## src/rtl/proc_core_param_pkg.sv

```systemverilog
// Shared types for the parametrised multicycle core:
// opcodes, step states, bus sources and field-width helpers.
package proc_pkg;

  localparam int OPW = 3;

  typedef enum logic [2:0] {
    OP_MV   = 3'b000,
    OP_MVI  = 3'b001,
    OP_ADD  = 3'b010,
    OP_SUB  = 3'b011,
    OP_AND  = 3'b100,
    OP_MVNZ = 3'b101,
    OP_XOR  = 3'b110,
    OP_NOP  = 3'b111
  } op_e;

  typedef enum logic [1:0] {
    T0 = 2'd0,
    T1 = 2'd1,
    T2 = 2'd2,
    T3 = 2'd3
  } tstep_e;

  typedef enum logic [2:0] {
    BS_ZERO,
    BS_DIN,
    BS_RX,
    BS_RY,
    BS_G
  } bsel_e;

  function automatic int rw(input int nregs);
    return $clog2(nregs);
  endfunction

endpackage

```

## src/rtl/proc_core_param_if.sv

```systemverilog
// Run/Done handshake and observation bundle of the core.
// The master drives Run/DIN; the core is the slave.
interface proc_core_param_if #(
  parameter int DATA_W = 16
);

  logic              Run;
  logic [DATA_W-1:0] DIN;
  logic              Done;
  logic [DATA_W-1:0] BusWires;
  logic [DATA_W-1:0] IR_out;
  logic [1:0]        Tstep_state;
  logic              Z_out;

  modport master (
    output Run,
    output DIN,
    input  Done,
    input  BusWires,
    input  IR_out,
    input  Tstep_state,
    input  Z_out
  );

  modport slave (
    input  Run,
    input  DIN,
    output Done,
    output BusWires,
    output IR_out,
    output Tstep_state,
    output Z_out
  );

endinterface

```

## src/rtl/proc_core_param_alu.sv

```systemverilog
// Combinational ALU of the core: add, sub, and, xor.
// Non-ALU opcodes yield zero; the caller never latches them.
module proc_alu
  import proc_pkg::*;
#(
  parameter int DATA_W = 16
) (
  input  op_e               op_i,
  input  logic [DATA_W-1:0] a_i,
  input  logic [DATA_W-1:0] b_i,
  output logic [DATA_W-1:0] result_o,
  output logic              zero_o
);

  always_comb begin
    result_o = '0;
    case (op_i)
      OP_ADD:  result_o = a_i + b_i;
      OP_SUB:  result_o = a_i - b_i;
      OP_AND:  result_o = a_i & b_i;
      OP_XOR:  result_o = a_i ^ b_i;
      default: result_o = '0;
    endcase
  end

  assign zero_o = (result_o == '0);

endmodule

```

## src/rtl/proc_core_param.sv

```systemverilog
// Parametrised multicycle core: register file, A/G, IR,
// zero flag and T0..T3 step FSM around one shared bus.
module proc_core_param
  import proc_pkg::*;
#(
  parameter int DATA_W = 16,
  parameter int NREGS  = 8
) (
  input logic              PClock,
  input logic              Resetn,
  proc_core_param_if.slave cpu
);

  localparam int RW = rw(NREGS);

  if (NREGS < 2 || (NREGS & (NREGS - 1)) != 0) begin : g_bad_nregs
    $error("NREGS must be a power of two >= 2");
  end
  if (DATA_W < OPW + 2 * RW) begin : g_bad_width
    $error("DATA_W too narrow for opcode and register fields");
  end

  tstep_e            tstep_q, tstep_d;
  logic [DATA_W-1:0] ir_q;
  logic [DATA_W-1:0] a_q;
  logic [DATA_W-1:0] g_q;
  logic              z_q;
  logic [DATA_W-1:0] regs_q [NREGS];

  op_e               op;
  logic [RW-1:0]     rx;
  logic [RW-1:0]     ry;
  logic              is_mv, is_mvi, is_mvnz;
  logic              is_nop, is_alu;

  bsel_e             bsel;
  logic              ir_we, rx_we, a_we, g_we;
  logic              done;
  logic [DATA_W-1:0] bus_w;
  logic [DATA_W-1:0] alu_res;
  logic              alu_zero;

  assign op = op_e'(ir_q[DATA_W-1 -: OPW]);
  assign rx = ir_q[DATA_W-OPW-1 -: RW];
  assign ry = ir_q[DATA_W-OPW-RW-1 -: RW];

  always_comb begin
    is_mv   = (op == OP_MV);
    is_mvi  = (op == OP_MVI);
    is_mvnz = (op == OP_MVNZ);
    is_nop  = (op == OP_NOP);
    is_alu  = (op == OP_ADD) || (op == OP_SUB) ||
              (op == OP_AND) || (op == OP_XOR);
  end

  always_comb begin
    tstep_d = tstep_q;
    bsel    = BS_ZERO;
    ir_we   = 1'b0;
    rx_we   = 1'b0;
    a_we    = 1'b0;
    g_we    = 1'b0;
    done    = 1'b0;
    case (tstep_q)
      T0: begin
        if (cpu.Run) begin
          ir_we   = 1'b1;
          tstep_d = T1;
        end
      end
      T1: begin
        unique case (1'b1)
          is_mv: begin
            bsel    = BS_RY;
            rx_we   = 1'b1;
            done    = 1'b1;
            tstep_d = T0;
          end
          is_mvi: begin
            bsel    = BS_DIN;
            rx_we   = 1'b1;
            done    = 1'b1;
            tstep_d = T0;
          end
          is_mvnz: begin
            bsel    = BS_RY;
            rx_we   = ~z_q;
            done    = 1'b1;
            tstep_d = T0;
          end
          is_nop: begin
            done    = 1'b1;
            tstep_d = T0;
          end
          is_alu: begin
            bsel    = BS_RX;
            a_we    = 1'b1;
            tstep_d = T2;
          end
        endcase
      end
      T2: begin
        bsel    = BS_RY;
        g_we    = 1'b1;
        tstep_d = T3;
      end
      T3: begin
        bsel    = BS_G;
        rx_we   = 1'b1;
        done    = 1'b1;
        tstep_d = T0;
      end
      default: tstep_d = T0;
    endcase
  end

  always_comb begin
    bus_w = '0;
    case (bsel)
      BS_DIN:  bus_w = cpu.DIN;
      BS_RX:   bus_w = regs_q[rx];
      BS_RY:   bus_w = regs_q[ry];
      BS_G:    bus_w = g_q;
      default: bus_w = '0;
    endcase
  end

  proc_alu #(
    .DATA_W(DATA_W)
  ) u_alu (
    .op_i    (op),
    .a_i     (a_q),
    .b_i     (bus_w),
    .result_o(alu_res),
    .zero_o  (alu_zero)
  );

  always_ff @(posedge PClock or negedge Resetn) begin
    if (!Resetn) begin
      tstep_q <= T0;
      ir_q    <= '0;
      a_q     <= '0;
      g_q     <= '0;
      z_q     <= 1'b1;
    end else begin
      tstep_q <= tstep_d;
      if (ir_we) ir_q <= cpu.DIN;
      if (a_we)  a_q  <= bus_w;
      if (g_we) begin
        g_q <= alu_res;
        z_q <= alu_zero;
      end
    end
  end

  always_ff @(posedge PClock or negedge Resetn) begin
    if (!Resetn) begin
      for (int i = 0; i < NREGS; i++) regs_q[i] <= '0;
    end else if (rx_we) begin
      regs_q[rx] <= bus_w;
    end
  end

  assign cpu.Done        = done;
  assign cpu.BusWires    = bus_w;
  assign cpu.IR_out      = ir_q;
  assign cpu.Tstep_state = tstep_q;
  assign cpu.Z_out       = z_q;

endmodule

```

## src/flat_wrapper.sv

```systemverilog
// flat-port wrapper written by rule: the top's interface ports become plain ports
module proc_core_param_flat import proc_pkg::*;
#(
  parameter int DATA_W = 16,
  parameter int NREGS  = 8
)
  (PClock, Resetn, cpu_Run, cpu_DIN, cpu_Done, cpu_BusWires, cpu_IR_out, cpu_Tstep_state, cpu_Z_out);
  proc_core_param_if #(.DATA_W(DATA_W)) cpu_i ();
  input logic PClock;
  input logic Resetn;
  input wire logic [$bits(cpu_i.Run)-1:0] cpu_Run;
  input wire logic [$bits(cpu_i.DIN)-1:0] cpu_DIN;
  output wire logic [$bits(cpu_i.Done)-1:0] cpu_Done;
  output wire logic [$bits(cpu_i.BusWires)-1:0] cpu_BusWires;
  output wire logic [$bits(cpu_i.IR_out)-1:0] cpu_IR_out;
  output wire logic [$bits(cpu_i.Tstep_state)-1:0] cpu_Tstep_state;
  output wire logic [$bits(cpu_i.Z_out)-1:0] cpu_Z_out;
  assign cpu_i.Run = cpu_Run;
  assign cpu_i.DIN = cpu_DIN;
  assign cpu_Done = cpu_i.Done;
  assign cpu_BusWires = cpu_i.BusWires;
  assign cpu_IR_out = cpu_i.IR_out;
  assign cpu_Tstep_state = cpu_i.Tstep_state;
  assign cpu_Z_out = cpu_i.Z_out;
  proc_core_param #(.DATA_W(DATA_W), .NREGS(NREGS)) u_core (.PClock(PClock), .Resetn(Resetn), .cpu(cpu_i));
endmodule
```

## config.mk

```make
export PLATFORM = sky130hd
export DESIGN_NAME = proc_core_param_flat
export DESIGN_NICKNAME = d
export VERILOG_FILES = /design/src/rtl/proc_core_param_pkg.sv /design/src/rtl/proc_core_param_if.sv /design/src/rtl/proc_core_param_alu.sv /design/src/rtl/proc_core_param.sv /design/src/flat_wrapper.sv
export SDC_FILE = /design/constraint.sdc
export NUM_CORES = 1
export LEC_CHECK = 0
export CAP_MARGIN = 40
export CORE_MARGIN = 2
export CORE_UTILIZATION = 27
export DETAILED_ROUTE_END_ITERATION = 7
export HOLD_SLACK_MARGIN = 0.08
export PLACE_DENSITY = 0.39
export SETUP_SLACK_MARGIN = 0.2
export SKIP_CTS_REPAIR_TIMING = 1
export SLEW_MARGIN = 30
export SYNTH_ARGS = -nofsm -noshare
export SYNTH_HDL_FRONTEND = slang
export SYNTH_HIERARCHICAL = 1
export SYNTH_SLANG_ARGS = --single-unit
```

## constraint.sdc

```tcl
create_clock -name PClock -period 8.49 [get_ports PClock]
set_clock_uncertainty 0.1 [all_clocks]
set_input_delay 0.849 -clock PClock [delete_from_list [all_inputs] [get_ports PClock]]
set_output_delay 0.849 -clock PClock [all_outputs]
set_load 0.03 [all_outputs]
```

After elaboration in Yosys (flattened, before gate mapping)
Cells that the tools add are included.
W data, S select, Z words.
Operators by class
  add/sub/neg operators: 2
  order comparisons: 3
  equality and inequality tests: 15
  multiplexer cells: 25
  bitwise logic cells: 5
  reduce and logical (&&, ||, !) cells: 10
Operators by type and width (number)
  $bwmux W128: 1
  $pmux W16 S4: 2
  $bmux W16 S3: 2
  $mux W16: 5
  $demux W16 S3: 1
  $add A16 B16 Y16: 1
  $and A16 B16 Y16: 1
  $logic_not A16 Y1: 1
  $sub A16 B16 Y16: 1
  $xor A16 B16 Y16: 1
  $eq A3 B3 Y1 const B: 5
  $eq A3 B2 Y1 const B: 4
  $pmux W3 S3: 1
  $ge A4 B4 Y1 const B: 2
  $not A3 Y4: 2
  $pmux W2 S4: 1
  $eq A3 B1 Y1 const B: 2
  $mux W1: 6
  $pmux W1 S2: 3
  $pmux W2 S3: 1
  $eq A2 B2 Y1 const B: 2
  $lt A4 B1 Y1 const B: 1
  $pmux W2 S2: 1
  $reduce_or A2 Y1: 2
  9 further kinds: 11
Storage, ports and cells
  register bits: 179
  input port bits: 19
  output and inout bits: 36
  logic and storage cells: 73

Logic depth before layout (Yosys ltp)
Gate-level depths: netlist (run 1).
  word-level depth: 11
  gate-level depth with buffers: 24

Modules after synthesis
Netlist (run 1), hierarchy kept.
Modules (own cells, without submodules)
  proc_core_param: instances 1, cells an instance 758, area each 9590.4 um^2, seq. area each 4480.5 um^2
  proc_alu: instances 1, cells an instance 255, area each 1846.8 um^2, seq. area each 0.0 um^2

Least setup slack after synthesis (run 1)
OpenSTA, ideal clock, no wires.
  kind: register -> register
  start point: register u_core.ir_q[8], in the netlist u_core/cpu.IR_out[8]
  end point: register u_core.z_q, in the netlist u_core/cpu.Z_out
  library setup time: 60 ps
  data arrival time: 5184 ps
  required time: 8330 ps
  path slack: 3146 ps
  stages on the path, launching flop included: 20
  cells stage by stage: dfrtp_1 > buf_2 > buf_2 > mux2_2 > o22ai_1 > o31ai_4 > or2_2 > nor4_1 > nor4b_2 > a21oi_1 > xnor2_1 > ha_1 > nand2_1 > a211oi_2 > o21ai_2 > a21o_1 > a221o_1 > or4b_1 > nor4_2 > mux2_2
Between the ends
  cells in the longest elaborated chain, start to end: 8
  elaborated cells between the ends (all ways): 11
  those cells by class: add/sub (2); mux (5); bitwise (3); reduce/logical (1)
Ends and longest elaborated chain
  from (decl): RTL line proc_core_param.sv:24  | logic [DATA_W-1:0] ir_q;
  from (signal assigned): RTL line proc_core_param.sv:147  | if (ir_we) ir_q <= cpu.DIN;
  $not A3 Y4 (not written as such) (*): RTL line proc_core_param.sv:122  | BS_RY: bus_w = regs_q[ry];
  $bmux W16 S3 (*): RTL line proc_core_param.sv:122
  $mux W16 (not written as such) (*) (2 in series): RTL line proc_core_param.sv:122
  $pmux W16 S4 (*): RTL line proc_core_param.sv:119  | case (bsel)
  net cpu_BusWires[5]: RTL line flat_wrapper.sv:14  | output wire logic [$bits(cpu_i.BusWires)-1:0] cpu_BusWires;
  $sub A16 B16 Y16 / $add A16 B16 Y16 (equally long branches): RTL line proc_core_param_alu.sv:19, proc_core_param_alu.sv:18
  $pmux W16 S4 (*): RTL line proc_core_param_alu.sv:17  | case (op_i)
  net u_core.alu_res[13]: RTL line proc_core_param.sv:40  | logic [DATA_W-1:0] alu_res;
  $logic_not A16 Y1 (*): RTL line proc_core_param_alu.sv:26  | assign zero_o = (result_o == '0);
  net u_core.alu_zero: RTL line proc_core_param.sv:41  | logic alu_zero;
  to (signal assigned): RTL line proc_core_param.sv:151  | z_q <= alu_zero;
  to (decl): RTL line proc_core_param.sv:27  | logic z_q;
Mark *: on every way through the listed nets, which the timed path passes. The rest lies on a longest branch. The select of a mux whose other input is x is not followed.
A chain may end at the register's enable or synchronous reset.

Final worst setup path (run 1)
  start point: register u_core.tstep_q[0], in the netlist u_core/cpu.Tstep_state[0]
  end point: register u_core.z_q, in the netlist u_core/cpu.Z_out
Between the ends
  cells in the longest elaborated chain, start to end: 7
  elaborated cells between the ends (all ways): 16
  those cells by class: add/sub (2); eq/ne (7); mux (4); bitwise (2); reduce/logical (1)
Ends and longest elaborated chain
  from (decl): RTL line proc_core_param.sv:23  | tstep_e tstep_q, tstep_d;
  from (signal assigned): RTL line proc_core_param.sv:146  | tstep_q <= tstep_d;
  $eq A2 B2 Y1 / $eq A2 B1 Y1 (equally long branches): RTL line proc_core_param.sv:64  | case (tstep_q)
  $pmux W3 S3 (*): RTL line proc_core_param.sv:64
  $eq A3 B3 Y1 (tied with other cells): RTL line proc_core_param.sv:119
  $pmux W16 S4 (*): RTL line proc_core_param.sv:119
  $sub A16 B16 Y16 (tied with other cells): RTL line proc_core_param_alu.sv:19  | OP_SUB: result_o = a_i - b_i;
  $pmux W16 S4 (*): RTL line proc_core_param_alu.sv:17
  net u_core.alu_res[9]: RTL line proc_core_param.sv:40
  $logic_not A16 Y1 (*): RTL line proc_core_param_alu.sv:26
  net u_core.alu_zero: RTL line proc_core_param.sv:41
Mark *: on every way through the listed nets, which the timed path passes. The rest lies on a longest branch.

==> summary.txt, run 1 <==
Floorplanning
  • Core area: 41900 µm²
  • Io pins: 55
  • Die height: 210 µm
  • Initial Utilization: 27.3%
  • DIE AREA: 44000 µm²
  • Die width: 210 µm
  • Row cnt: 75

Detailed routing
  • TritonRoute pass-1 iters: 5
  • Detail Route Antenna Nets: 0
  • Vias: 8623
  • Via/cell ratio: 5.36
  • DRC: 0
  • Routed length per placed instance: 25.5 µm
  • WL final: 41100 µm
  • 1st-iter DRT viols: 585

GRT
  • Vias in the first global route: 8870
  • Initial antenna violation count: 1
  • Total gr overflow: 0
  • Largest net degree at the start of global routing: 80
  • GR Util All Layers: 19.0%
  • First-pass GRT wire length: 61600 µm

Timing
  • Period utilisation layout: 76.5%
  • Setup slack after layout: 1990 ps
  • Final Hold Viols: 0
  • Min Clock Period, post-route: 6500 ps
  • RSZ-0062 raised after global routing: no
  • Slew headroom: 42.8%
  • Sum of negative setup slack: 0 ps
  • Max Slew Vio Count: 0
  • F_max: 154 MHz
  • Worst-Margin Slew: 854 ps
  • Final hold slack: 337 ps
  • Final setup violation count: 0

Logic synthesis
  • Mapped Cells: 1013
  • Sequential fraction of the synthesis area: 39.2%
  • Async S/R FF share, synth: 100%
  • #FFs+latches synth: 179
  • YS warnings: 6
  • Netlist cell types: 83
  • Predominant post-synthesis flop cell: dfrtp_1
  • Synth Cell Area: 11400 µm²
  • Synth Net Count: 1065
  • Number of synthesized flops with an enable pin: 0
  • Avg Synthesized Cell Area: 11.3 µm²

Clocking
  • Clock Pin Slew Worst Setup and Hold Paths: 80 ps
  • Total number of clock tree sinks: 179
  • CTS H-Tree Depth: 4
  • Root Driver: clkbuf_16
  • TritonCTS buffer count: 17
  • Worst skew pair latency: 460 ps
  • TritonCTS clock tree: done
  • Clock Path Buffers: 2

Final layout
  • Commonest non-fill, non-tap cell in the layout: mux2_2
  • Syn-to-layout area delta: 15.7%
  • Ant. Diodes: 0
  • Post-layout util: 31.6%
  • Nets: 1108
  • Commonest non-fill, non-tap cells in the layout: mux2_2 (187), dfrtp_1 (174), mux2i_1 (75), clkdlybuf4s50_1 (53), nand2_1 (45)
  • Layout cells sized above 1: 29.7%

Setup path
  • Worst-path cell chain: nor3b_4, buf_6, a31oi_4, buf_4, o31ai_2, nand2b_1, inv_1, ha_1, nand2_1, o31ai_1, xor2_1, ha_1, a21oi_1, inv_1, a221oi_1, nand3_1, nor4_1, or4b_1, nor4_2, mux2_2
  • CP max FO: 16
  • Slowest CP cell: o31ai_2
  • WP data arrival: 6800 ps
  • Crit start category: register
  • Crit Path Class: reg -> reg
  • Critical path buffer and inverter count: 4
  • CP required: 8800 ps
  • CP max stage delay: 670 ps
  • Delay-heaviest family, CP: simple AND/OR/NAND/NOR gates
  • Worst Setup End Kind: register

Placed design
  • # port buffers: 54
  • Post-DP HPWL: 29000 µm
  • Setup WS pre-CTS: 2060 ps
  • Placer Congestion: 0.848

Run status
  • Status: complete, no violations

Hold path
  • Hold Path Class: in -> async

Job
  • Max Cap Violations: 0
-- metal layers --
layer	routed length, µm	global-route usage (%)	vias to the layer above
li1	-	-	3940
met1	19900	26.9	4414
met2	18800	30.1	219
met3	1460	2.66	50
met4	886	5.60	0
met5	0	0	-
-- cell type report --
type                            instances  area [µm²]
Multi-Input combinational cell        751        6610
Fill cell                            4299       28600
Tap cell                              539         674
Sequential cell                       179        4490
Timing Repair Buffer                   90         822
Inverter                               17        63.8
Clock inverter                         15         144
Clock buffer                           17         425
-- state kept, by name, indices dropped and copies added (netlist names), named ones only --
register	flops
u_core/a_q	16
u_core/cpu.IR_out	16
u_core/cpu.Tstep_state	1
u_core/cpu.Z_out	1
u_core/g_q	16
u_core/regs_q	128
-- Yosys cell counts, drive strengths merged (17+ instances only) --
master | count | area (µm²)
nand2b | 24 | 150
a21oi | 35 | 183
mux2 | 187 | 2110
mux2i | 75 | 751
buf | 40 | 208
nor2 | 40 | 150
dfrtp | 178 | 4450
inv | 17 | 63.8
ha | 32 | 400
clkbuf | 26 | 97.6
o22ai | 29 | 181
nand2 | 46 | 175
o31ai | 18 | 289
a32oi | 18 | 158
nor2b | 21 | 131
-- worst paths after layout --
path | from | to | slack, ps | depth (start not counted)
worst max-delay path | u_core/cpu.Tstep_state[0] | u_core/cpu.Z_out | 1990 | 20
worst min-delay path | Resetn | u_core/regs_q[50] | 340 | 1
worst max register to register | u_core/cpu.Tstep_state[0] | u_core/cpu.Z_out | 1990 | 20
worst min register to register | u_core/cpu.IR_out[6] | u_core/cpu.IR_out[6] | 410 | 1
max in group asynchronous | Resetn | u_core/cpu.IR_out[8] | 6660 | 2
min in group PClock | u_core/cpu.IR_out[6] | u_core/cpu.IR_out[6] | 410 | 1
-- cell families after synthesis --
logic type                 after synthesis  synth area share, %
adders and majority gates               33                 3.68
AOI/OAI and AO/OA                      222                 16.0
buffers and inverters                   83                 3.23
DFF                                    179                 39.2
xor gates and xnor gates                18                 1.38
muxes                                  267                 26.0
and+or+nand+nor                        211                 10.6
-- through the flow --
| step | std cells | instance area (µm²) |
|---|---|---|
| 6_report | 1608 | 13200 |
| 5_1_grt | 1608 | 13200 |
| 4_1_cts | 1607 | 13200 |
| 3_5_place_dp | 1575 | 12600 |
| 3_3_place_gp | 1572 | 12600 |
| 2_1_floorplan | 1013 | 11400 |
Power of run 1 is left out: the tool's default activity adds up to more than one toggle a clock period on the data nets, which glitch-free logic cannot reach.
==> run 2: changes to the inputs <==
PLACE_DENSITY = 0.4   (was 0.39)
clock period = 5.4 ns   (was 8.49 ns; I/O delays follow)
==> summary.txt, run 2 (synthesis results as in run 1) <==
Detailed routing
  • WL final: 41600 µm
  • 1st-iter DRT viols: 656
  • Via/cell ratio: 5.28
  • Detail Route Antenna Nets: 0
  • Routed length per placed instance: 24.4 µm
  • TritonRoute pass-1 iters: 5
  • Vias: 9006
  • DRC: 0

Floorplanning
  • DIE AREA: 44000 µm²
  • Die height: 210 µm
  • Core area: 41900 µm²
  • Initial Utilization: 27.3%
  • Die width: 210 µm
  • Row cnt: 75
  • Io pins: 55

Setup path
  • Critical path buffer and inverter count: 4
  • Worst-path cell chain: buf_12, buf_4, mux4_2, mux2i_2, nor2_1, or2_1, inv_1, ha_4, nand2_2, o31ai_2, xor2_1, ha_4, a21oi_4, buf_4, and3_2, a221oi_2, nand3_1, nor4_2, or4b_4, nor4_2, mux2_4
  • CP required: 5700 ps
  • CP max FO: 6
  • Worst Setup End Kind: register
  • CP max stage delay: 500 ps
  • Crit Path Class: reg -> reg
  • Crit start category: register
  • Slowest CP cell: dfrtp_4
  • Crit Reg-Reg Startpoint: u_core/cpu.IR_out[10]
  • Delay-heaviest family, CP: simple AND/OR/NAND/NOR gates
  • Critical Path Start: u_core/cpu.IR_out[10]
  • WP data arrival: 5370 ps

Final layout
  • Reg area: 4490 µm²
  • Max FFs per register: 128
  • Ant. Diodes: 0
  • Layout fillers: 4167
  • Largest reg by FF count: u_core/regs_q
  • Commonest non-fill, non-tap cell in the layout: mux2_2
  • Post-layout util: 34.6%
  • Nets: 1207
  • Layout cells sized above 1: 39.3%
  • Syn-to-layout area delta: 26.6%
  • Area occupied by multi-input gates: 6860 µm²
  • Commonest non-fill, non-tap cells in the layout: mux2_2 (186), dfrtp_1 (173), buf_4 (116), mux2i_1 (74), clkdlybuf4s50_1 (53)

Placed design
  • Setup WS pre-CTS: -58.5 ps
  • # port buffers: 54
  • Placer Congestion: 0.896
  • Post-DP HPWL: 30200 µm

GRT
  • Total gr overflow: 0
  • First-pass GRT wire length: 61600 µm
  • GR Util All Layers: 19.0%
  • Largest net degree at the start of global routing: 94
  • Vias in the first global route: 9070
  • Initial antenna violation count: 0

Timing
  • Slew headroom: 44.6%
  • Max Slew Vio Count: 0
  • Worst-Margin Slew: 827 ps
  • F_max: 197 MHz
  • Period utilisation layout: 93.9%
  • Min Clock Period, post-route: 5070 ps
  • Final setup violation count: 0
  • RSZ-0062 raised after global routing: no
  • Final Hold Viols: 0
  • Final hold slack: 406 ps
  • Setup slack after layout: 330 ps

Clocking
  • Clock Path Buffers: 2
  • TritonCTS buffer count: 17
  • Total number of clock tree sinks: 179
  • Clock Pin Slew Worst Setup and Hold Paths: 70 ps
  • Root Driver: clkbuf_16
  • TritonCTS clock tree: done
  • Worst skew pair latency: 450 ps
  • CTS H-Tree Depth: 4

Hold path
  • Hold path startpoint: u_core/cpu.IR_out[6]
  • Hold Path Class: reg -> reg

Job
  • Max Cap Violations: 0

Run status
  • Status: complete, no violations
==> run 2: routing by layer <==
metal / up-vias / wire length (µm) / global-route usage, %
met5: - / 0 / 0
met2: 185 / 19900 / 31.3
li1: 4145 / - / -
met3: 44 / 1220 / 2.15
met1: 4632 / 19600 / 25.9
met4: 0 / 911 / 6.19
==> run 2: final timing paths <==
path | slack (ps) | depth (start not counted) | end
worst max-delay path | 330 | 21 | u_core/cpu.Z_out
worst min-delay path | 410 | 1 | u_core/cpu.IR_out[6]
worst max register to register | 330 | 21 | u_core/cpu.Z_out
worst min register to register | 410 | 1 | u_core/cpu.IR_out[6]
max in group asynchronous | 3400 | 4 | u_core/cpu.IR_out[10]
min in group asynchronous | 430 | 2 | u_core/regs_q[65]
==> run 2: worst reg2reg max path: cells and delay by family, from the launching register on <==
kind | cells | cell delay [ps]
DFF | 1 | 500
AOI/OAI and AO/OA | 3 | 540
xor gates and xnor gates | 1 | 280
muxes | 3 | 850
adders and majority gates | 2 | 400
buffers and inverters | 4 | 560
and+or+nand+nor | 8 | 1800
==> run 2: cell type report <==
type	count	share of cell area, %
tap	539	4.66
clock inverter	10	1.25
inverter	17	0.441
multi-input combinational	751	47.4
sequential	179	31.1
timing repair buffer	189	12.0
clock buffer	22	3.21
==> run 2: per-stage QoR <==
step	cell area, µm²	instances	setup TNS [ps]
after floorplan	11500	1013	0
after global placement	13300	1647	-41.3
after detailed placement	13300	1648	-58.5
after CTS	14000	1680	-108
after global routing	14500	1707	0
final	14500	1707	0
Power of run 2 is left out for the same reason.
